==> src/rtl/nth_select_sorter.sv <==
// nth_select_sorter: odd-even transposition sort, returns the element of a requested rank.
// Define NTH_SELECT_SIGNED_EN to compare elements as two's-complement values (default unsigned).
module nth_select_sorter #(
    parameter int WIDTH = 32,
    parameter int NUM   = 8,
    localparam int IDX_W = $clog2(NUM)
) (
    input  logic             clk_in,
    input  logic             rst_in,
    input  logic [WIDTH-1:0] numbers_in [NUM],
    input  logic [IDX_W-1:0] index_in,
    input  logic             valid_in,
    output logic             ready_out,
    output logic [WIDTH-1:0] result_out,
    output logic [IDX_W-1:0] src_out,
    output logic             valid_out,
    input  logic             ready_in
);

    typedef enum logic [1:0] {
        IDLE = 2'd0,
        SORT = 2'd1,
        DONE = 2'd2
    } state_t;

    localparam logic [IDX_W:0]   NUM_EXT   = (IDX_W+1)'(NUM);
    localparam logic [IDX_W-1:0] LAST_SLOT = IDX_W'(NUM - 1);

    state_t           state_q, state_d;
    logic [IDX_W-1:0] phase_q, phase_d;
    logic [IDX_W-1:0] idx_q, idx_d;
    logic [WIDTH-1:0] vals_q [NUM];
    logic [WIDTH-1:0] vals_d [NUM];
    logic [IDX_W-1:0] tags_q [NUM];
    logic [IDX_W-1:0] tags_d [NUM];

    logic             accept;
    logic             last_phase;
    logic [IDX_W-1:0] idx_clamped;

    function automatic logic greater(input logic [WIDTH-1:0] a,
                                     input logic [WIDTH-1:0] b);
`ifdef NTH_SELECT_SIGNED_EN
        return $signed(a) > $signed(b);
`else
        return a > b;
`endif
    endfunction

    assign accept      = (state_q == IDLE) && valid_in;
    assign last_phase  = (phase_q == LAST_SLOT);
    assign idx_clamped = ({1'b0, index_in} >= NUM_EXT) ? LAST_SLOT : index_in;

    // State and datapath registers
    always_ff @(posedge clk_in) begin
        if (rst_in) begin
            state_q <= IDLE;
            phase_q <= '0;
            idx_q   <= '0;
            for (int i = 0; i < NUM; i++) begin
                vals_q[i] <= '0;
                tags_q[i] <= '0;
            end
        end else begin
            state_q <= state_d;
            phase_q <= phase_d;
            idx_q   <= idx_d;
            for (int i = 0; i < NUM; i++) begin
                vals_q[i] <= vals_d[i];
                tags_q[i] <= tags_d[i];
            end
        end
    end

    always_comb begin
        state_d = state_q;
        unique case (state_q)
            IDLE:    if (valid_in)   state_d = SORT;
            SORT:    if (last_phase) state_d = DONE;
            DONE:    if (ready_in)   state_d = IDLE;
            default:                 state_d = IDLE;
        endcase
    end

    // Pairs never overlap within a phase, so all swaps can resolve in parallel
    always_comb begin
        phase_d = phase_q;
        idx_d   = idx_q;
        for (int i = 0; i < NUM; i++) begin
            vals_d[i] = vals_q[i];
            tags_d[i] = tags_q[i];
        end
        if (accept) begin
            phase_d = '0;
            idx_d   = idx_clamped;
            for (int i = 0; i < NUM; i++) begin
                vals_d[i] = numbers_in[i];
                tags_d[i] = IDX_W'(i);
            end
        end else if (state_q == SORT) begin
            phase_d = last_phase ? '0 : phase_q + 1'b1;
            for (int i = 0; i < NUM - 1; i++) begin
                if (((i % 2) == int'(phase_q[0])) &&
                    greater(vals_q[i], vals_q[i+1])) begin
                    vals_d[i]   = vals_q[i+1];
                    vals_d[i+1] = vals_q[i];
                    tags_d[i]   = tags_q[i+1];
                    tags_d[i+1] = tags_q[i];
                end
            end
        end
    end

    always_comb begin
        ready_out  = 1'b0;
        valid_out  = 1'b0;
        result_out = '0;
        src_out    = '0;
        unique case (state_q)
            IDLE: ready_out = 1'b1;
            DONE: begin
                valid_out  = 1'b1;
                result_out = vals_q[idx_q];
                src_out    = tags_q[idx_q];
            end
            default: ;
        endcase
    end

endmodule

==> config.mk <==
export PLATFORM = sky130hd
export DESIGN_NAME = nth_select_sorter
export DESIGN_NICKNAME = d
export VERILOG_FILES = /design/src/rtl/nth_select_sorter.sv
export SDC_FILE = /design/constraint.sdc
export NUM_CORES = 1
export LEC_CHECK = 0
export BUFFER_PORTS_ARGS = -buffer_cell sky130_fd_sc_hd__clkbuf_2
export CAP_MARGIN = 5
export CORE_ASPECT_RATIO = 2
export CORE_MARGIN = 10
export CORE_UTILIZATION = 45
export DETAILED_ROUTE_END_ITERATION = 7
export GPL_TIMING_DRIVEN = 1
export PLACE_DENSITY_LB_ADDON = 0.15
export SYNTH_ARGS = -nofsm -noshare
export SYNTH_HDL_FRONTEND = slang
export SYNTH_SLANG_ARGS = --single-unit
==> constraint.sdc <==
create_clock -name clk_in -period 4.2 [get_ports clk_in]
set_input_delay 0.42 -clock clk_in [delete_from_list [all_inputs] [get_ports clk_in]]
set_output_delay 0.42 -clock clk_in [all_outputs]
set_load 0.005 [all_outputs]
Word level (Yosys, flattened, before mapping)
Memories as Yosys holds them, arrays and structs flattened. A register that Yosys moved wholly into a read port is not among the register bits. Index checks and enable logic that the tools add are counted.

Flip-flop bits (word level): 8. Memory bits (writable): 280. Input port bits: 263. Output and inout bits: 37. Word-level logic and storage cells: 103. Memories kept: 2.

Add/subtract/negate cells: 1. $lt $le $gt $ge: 7. Eq/ne operators: 6. Muxes and demuxes: 56. Bitwise gates (word level): 17. Reductions and logical operators: 11.

Memories: vals_q (depth 8, bits a word 32, rd ports 9, clocked after memory_dff 1, write ports 8, line 32) `logic [WIDTH-1:0] vals_q [NUM];`; tags_q (depth 8, bits a word 3, rd ports 9, clocked after memory_dff 1, write ports 8, line 34) `logic [IDX_W-1:0] tags_q [NUM];`.

Operator list (count): two-way mux 64 bit (9); two-way mux 256 bit (2); two-way mux 32 bit (9); greater-than comparator 32 bit (7); two-way mux 6 bit (11); two-way mux 24 bit (2); two-way mux 3 bit (14); OR 1 bit (16); logical AND 1 bit (8); two-way mux 2 bit (3); inequality test 2 bit (second input constant) (3); one-hot mux 2 bit (3 select lines) (1); two-way mux 1 bit (5); adder 3 x 1 -> 3 bit (second input constant) (1); == test 3 bit (second input constant) (1); AND reduction 3 bit (1); == test 2 x 1 -> 1 bit (second input constant) (1); == test 2 bit (second input constant) (1); logical NOT 2 bit (1); OR reduction 2 bit (1); NOT 1 bit (1).

Longest topological paths before layout
Gate-level depths: netlist of the first run.

Word-level depth: 16. Mapped depth: 13.

Least setup slack after synthesis of the first run
OpenSTA, ideal clock, no wires.

Kind: flip-flop to flip-flop. From: mem vals_q[2][30]. To: mem vals_q[2][0]. Library setup time: 0.134 ns. Data arrival time: 2.974 ns. Path slack: 1.092 ns. Stages on the path, launching flop included: 13. Buffers on the path: 2. Cell sequence: dfxtp_1 -> inv_1 -> ha_1 -> nand4_2 -> or4_1 -> or4_1 -> o311a_1 -> nor2_1 -> buf_2 -> nor2_1 -> clkbuf_1 -> a221oi_1 -> a211oi_1.

RTL lines (line): from (decl) (32).

==> metrics.cfg, run 1 <==
[synth]
ys.flop_type=dfxtp_1
syn_avg_cell_area_um2=8.18
yosysTopAreaCell=dfxtp_1
ys_ff_latch=291
syn_area_mm2=0.0215
yosysSeqAreaShare_pct=27.1
netlist.area_leader.share_pct=27.1
synth.distinct_cells=62
yosys_warnings=0
synth_area_leaders=dfxtp_1 (27%), ha_1 (13%), mux4_2 (7.3%), a221oi_1 (7.0%), a211oi_1 (6.9%)
netlist_instances=2625
synth_edf_count=0
synth-async-reset-ratio_pct=0
syn_nets=3114

[routing]
drc=0
vias=21582
firstDrtPassIters=6
vias_per_cell=6.20
routed_wl_um=80500
first_iter_violations=1950
wl_per_cell_um=23.1
ant_nets=0

[layout]
diodes=0
synthToLayoutAreaGrowth_pct=15.9
fin_cells=3481
fin_util_pct=52.5
layout-drive-gt1-share_pct=18.3
nNetsFinal=3317
nFillCells=4551
fin_area_mm2=0.0249

[clock_network]
clk-insertion-delay-late_ns=0.58
clock_path_buffers=3
cts_resized=0
cts_buffers=29
ctsHoldBuffers=0
cts.sinks=291
root_buffer=clkbuf_16
clk_pin_slew_worst_paths_ns=0.06
cts_setup_buffers=0
cts_tree=yes
htreeDepth=1

[sta]
timing.fmax_mhz=261
hold_slack_ns=0.0698
worstMarginPinSlew_ns=1.14
maxSlewViolCount=0
setup_tns_ns=0
final.setup_skew_ns=0.0104
finalCriticalPeriod_ns=3.83
rsz0062_at_grt=false
finalSetupViolCount=0
final_hold_viol_count=0
finalCritPeriodShare_pct=91.2
slew_headroom_pct=24.3

[die]
start_util_pct=45.3
die_h_um=329
io_pins=300
rows=113
dieArea_mm2=0.0574
core_area_mm2=0.0474
die_x_um=174

[critical_path]
r2r-end=vals_q[0][24]$_SDFFE_PP0P_
endpoint_kind=register
worstPathArrival_ns=4.30
startpoint_type=register
r2r_setup_slack_ns=0.37
worst-r2r-cell-count=12
worstPathMaxFanout=32
r2r_start=vals_q[1][27]$_SDFFE_PP0P_
crit_type=register to register
crit_required_ns=4.67

[grt]
grt_pass1_wl_um=125000
grt_pass1_vias=21754
antenna_found_initial=0
overflow=0
grt_start_max_net_pins=116
grt_use_total_pct=26.9

[outcome]
status=finished clean

[placed_design]
dpl_cell_area_mm2=0.0238
post-place-cells=3429
io_buffer_count=299
gp_congestion=0.918
dp_hpwl_um=61300

[pwr]
vdd_ir_drop_max_mv=0.242
power_density_mw_per_mm2=390
leakage_nw=9.91

[min_path]
min_delay_path_depth=3
worstHoldPathType=primary input to register
min-delay-start=index_in[1]

[run]
cap_violations=0

logic make-up after synthesis:
| kind of cell | Yosys count | synth area share [%] |
|---|---|---|
| and+or+nand+nor | 833 | 17.0 |
| DFF | 291 | 27.1 |
| buffers and inverters | 439 | 8.01 |
| muxes | 140 | 10.6 |
| adders and majority gates | 226 | 13.2 |
| AOI/OAI and AO/OA | 696 | 24.1 |
worst max-delay path, cell delays in order, from the launching register on:
cell	delay [ns]
dfxtp_1	0.43
inv_1	0.07
ha_1	0.33
nand4_1	0.20
nor4_1	0.85
a31oi_1	0.39
o31a_1	0.27
a31oi_1	0.17
buf_4	0.17
or2_2	0.21
buf_12	0.23
nand2_1	0.07
a311oi_1	0.30
where the power goes:
group	total (mW)	internal, mW	switching [mW]
Combinational	3.13	1.29	1.84
Sequential	3.50	3.04	0.455
Clock	3.07	1.84	1.23
synth_stat cells (all sizes together) (4+ instances only):
cell type  count
a2111oi        4
a211oi       197
a21o          22
a21oi        137
a221oi       171
a22o          11
a22oi         11
a311oi        32
a31oi          5
and2           5
buf           39
clkbuf       166
dfxtp        291
ha           226
inv          234
mux2i         70
mux4          70
nand2        282
nand2b         5
nand3         18
nand4         48
nand4b        32
nor2         367
nor2b          9
nor3          10
nor4           8
o211ai         8
o21a           6
o21ai         31
o41ai         33
or3           33
or4            6
per-layer routing:
metal  share of wire, %  track usage (%)  vias up
met4                4.2             11.2        0
li1                   -                -    10163
met2                 48             45.5      862
met1                 41             33.8    10407
met5                  0                0        -
met3                6.7             3.77      150
area by class of cell:
type	count	area, µm²	share of cell area (%)
multi-input combinational	1895	14000	56.3
sequential	291	5830	23.5
tap	632	791	3.18
clock inverter	16	287	1.15
timing repair buffer	377	2290	9.21
clock buffer	36	802	3.22
inverter	234	878	3.53
per-stage QoR:
stage	power (mW)	setup WS (ns)
after global placement	6.54	0.498
after detailed placement	6.64	0.423
final	9.70	0.370
after floorplan	5.46	1.09
after global routing	10.2	0.217
after CTS	9.71	0.403
worst max path at each step:
stage,cells after the start,slack [ns],endpoint,start
3_3_place_gp,10,0.50,vals_q[7][27]$_SDFFE_PP0P_,vals_q[7][31]$_SDFFE_PP0P_
3_5_place_dp,11,0.42,vals_q[2][18]$_SDFFE_PP0P_,vals_q[2][27]$_SDFFE_PP0P_
4_1_cts,11,0.40,vals_q[2][18]$_SDFFE_PP0P_,vals_q[2][27]$_SDFFE_PP0P_
6_report,12,0.37,vals_q[0][24]$_SDFFE_PP0P_,vals_q[1][27]$_SDFFE_PP0P_
5_1_grt,10,0.22,vals_q[1][29]$_SDFFE_PP0P_,vals_q[2][27]$_SDFFE_PP0P_
2_1_floorplan,12,1.09,vals_q[2][0]$_SDFFE_PP0P_,vals_q[2][30]$_SDFFE_PP0P_
layout by cell type, fill, tap and decap left out, types with 8 or more instances in the layout:
cell type | netlist | final
or3_1 | 33 | 33
nor2_1 | 367 | 361
a22o_1 | 11 | 11
clkbuf_16 | 0 | 29
nand2_1 | 282 | 281
buf_4 | 4 | 62
bufinv_16 | 0 | 8
a311oi_1 | 32 | 32
nor2b_1 | 9 | 9
dfxtp_1 | 291 | 288
a21o_1 | 22 | 22
nand4_1 | 47 | 47
clkbuf_2 | 0 | 298
ha_1 | 226 | 226
nor3_1 | 10 | 10
buf_12 | 0 | 16
a211oi_1 | 197 | 197
mux2i_1 | 70 | 70
inv_1 | 234 | 234
mux4_2 | 70 | 70
nand4b_1 | 32 | 32
a221oi_1 | 171 | 171
o211ai_1 | 8 | 8
nor4_1 | 8 | 8
a22oi_1 | 11 | 11
nand3_1 | 18 | 18
a21oi_1 | 136 | 134
o41ai_1 | 33 | 33
o21ai_0 | 28 | 28
state kept, by name (all words and copies together), names as in the netlist, named ones only:
register  flops
vals_q      256
tags_q       24
idx_q         3
phase_q       3
state_q       2
No activity file was read; power rests on OpenSTA's default activity.
==> run 2, diff against run 1 <==
CORE_UTILIZATION = 35   (was 45)
==> metrics.cfg, run 2 (synthesized netlist as in run 1, its figures left out) <==
[layout]
nFillCells=6226  ; +37%
mostFrequentLayoutCell=nor2_1
largest_reg_flops=256  ; unchanged
nNetsFinal=3323  ; +0.18%
synthToLayoutAreaGrowth_pct=16.1
reg_top3=vals_q x256, tags_q x24
fin_area_mm2=0.0249  ; +0.20%
layout-drive-gt1-share_pct=18.1  ; -0.19 points
multi_input_area_mm2=0.0140  ; unchanged
fin_cells=3637  ; +4.5%
regArea_mm2=0.00583  ; unchanged
regMostFlops=vals_q
final_cell_mix=nor2_1 (361), clkbuf_2 (298), dfxtp_1 (288), nand2_1 (281), inv_1 (234)
diodes=0  ; unchanged

[placed_design]
dpl_cell_area_mm2=0.0240  ; +0.84%
io_buffer_count=299  ; unchanged
dp_hpwl_um=65900  ; +7.4%
post-place-cells=3582  ; +4.5%
post-place-ws_ns=0.327  ; -0.0958 ns
gp_congestion=0.960  ; +4.6%

[critical_path]
worstPathArrival_ns=4.32  ; +0.02 ns
worst-r2r-cell-count=11  ; -1
startpoint_type=register
worstPathMaxFanout=19  ; -41%
cpPeakStageDelay_ns=0.62  ; -0.23 ns
crit_type=register to register
worst_path_most_repeated_cell=or4_1
slowest_stage=or4_1
cp_top_family=simple AND/OR/NAND/NOR gates
worst-path-stages=11  ; -1
worst-path-buf-inv=2  ; -1
endpoint_kind=register
crit_required_ns=4.70  ; +0.03 ns
crit_chain=inv_1, ha_1, nand4_1, or4_1, or4_1, o311a_1, or2_0, o21ai_4, buf_4, nand2_1, a211oi_1

[routing]
drc=0  ; unchanged
vias=21571  ; -0.051%
firstDrtPassIters=6  ; unchanged
vias_per_cell=5.93  ; -4.3%
wl_per_cell_um=23.8  ; +2.9%
ant_nets=0  ; unchanged
routed_wl_um=86600  ; +7.6%
first_iter_violations=1695  ; -13%

[clock_network]
clk-insertion-delay-late_ns=0.61  ; +0.03 ns
htreeDepth=1  ; unchanged
cts.sinks=291  ; unchanged
clk_pin_slew_worst_paths_ns=0.07  ; about the same
cts_buffers=30  ; +3.4%
cts_setup_buffers=0  ; unchanged
ctsHoldBuffers=0  ; unchanged
clock_path_buffers=3  ; unchanged
root_buffer=clkbuf_16
cts_tree=yes
cts_resized=0  ; unchanged

[pwr]
swShare_pct=38.1  ; +1.8 points
leakage_nw=9.85  ; -0.62%
p_switching_mw=3.60  ; +2.1%
pwr-share-clk_pct=29.2  ; -2.4 points
combPwrFrac_pct=33.7  ; +1.4 points
vdd_ir_drop_max_mv=0.322  ; +33%
power_density_mw_per_mm2=379  ; -2.9%
p_int_mw=5.84  ; -5.4%
seq_power_share_pct=37.1  ; +1.0 points

[grt]
use_met2_pct=37.1  ; -8.4 points
grt_use_total_pct=22.9  ; -4.1 points
met3_usage_pct=3.61  ; -0.17 points
grt_pass1_vias=21613  ; -0.65%
grt_start_max_net_pins=120  ; +3.4%
overflow=0  ; unchanged
antenna_found_initial=0  ; unchanged
grt_pass1_wl_um=132000  ; +5.6%
grt-busiest-layer=met2
met1_usage_pct=29.7  ; -4.1 points

[sta]
worstMarginPinSlew_ns=1.07  ; -0.0692 ns
worst_slack_ns=0.379  ; +0.00920 ns
final_hold_viol_count=0  ; unchanged
final.setup_skew_ns=0.0353  ; +0.0249 ns
maxSlewViolCount=0  ; unchanged
finalSetupViolCount=0  ; unchanged
setup_tns_ns=0  ; unchanged
slew_headroom_pct=28.9  ; +4.6 points
rsz0062_at_grt=false
finalCritPeriodShare_pct=91.0  ; -0.22 points
finalCriticalPeriod_ns=3.82  ; -0.00920 ns
timing.fmax_mhz=262  ; +0.24%

[die]
io_pins=300  ; unchanged
start_util_pct=35.3  ; -10 points
dieArea_mm2=0.0723  ; +26%
rows=128  ; +13%
core_area_mm2=0.0609  ; +28%
die_h_um=370  ; +13%
die_x_um=195  ; +12%

[min_path]
min_delay_path_depth=3  ; unchanged
worstHoldPathType=primary input to register

[outcome]
status=finished clean

[run]
cap_violations=0  ; unchanged

## run 2: power by group through the flow
stage                     sequential [mW]  combinational (mW)  clock, mW
after floorplan                      3.37                2.09          0
after global placement               3.54                3.09          0
after detailed placement             3.55                3.17          0
after CTS                            3.49                3.18       2.82
after global routing                 3.55                3.50       2.90
final                                3.50                3.18       2.76
## run 2: final cells by class
class                      instances  share of cell area [%]
clock buffer                      46                    3.38
clock inverter                     9                   0.391
inverter                         234                    3.52
multi-input combinational       1895                    56.1
sequential                       291                    23.4
tap                              780                    3.91
timing repair buffer             382                    9.25
## run 2: per-stage QoR
step	total power [mW]	utilization [%]	hold WS [ns]
after floorplan	5.46	-	0.436
after global placement	6.63	39.4	0.432
after detailed placement	6.72	39.4	0.443
after CTS	9.49	41.0	0.0363
after global routing	9.96	41.0	0.0647
final	9.44	41.0	0.0600
## run 2: per-layer routing
| layer | up-vias | share of wire, % | wire (µm) |
|---|---|---|---|
| li1 | 10166 | - | - |
| met1 | 10417 | 43 | 37100 |
| met2 | 863 | 46 | 40200 |
| met3 | 125 | 6.9 | 5940 |
| met4 | 0 | 3.9 | 3380 |
| met5 | - | 0 | 0 |
## run 2: final timing paths
kind / end / slack, ns / startpoint
min reg2reg: register / 0.44 / idx_q[1]$_SDFFE_PP0P_
min: register / 0.06 / index_in[1]
max: vals_q[2][28]$_SDFFE_PP0P_ / 0.38 / vals_q[2][27]$_SDFFE_PP0P_
max reg2reg: vals_q[2][28]$_SDFFE_PP0P_ / 0.38 / vals_q[2][27]$_SDFFE_PP0P_
## run 2: worst register-to-register path, stage by stage (launching register included)
cell and delay, ns:
dfxtp_1 0.40, inv_1 0.09, ha_1 0.32, nand4_1 0.27, or4_1 0.63, or4_1 0.55, o311a_1 0.18, or2_0 0.46
o21ai_4 0.24, buf_4 0.28, nand2_1 0.09, a211oi_1 0.23
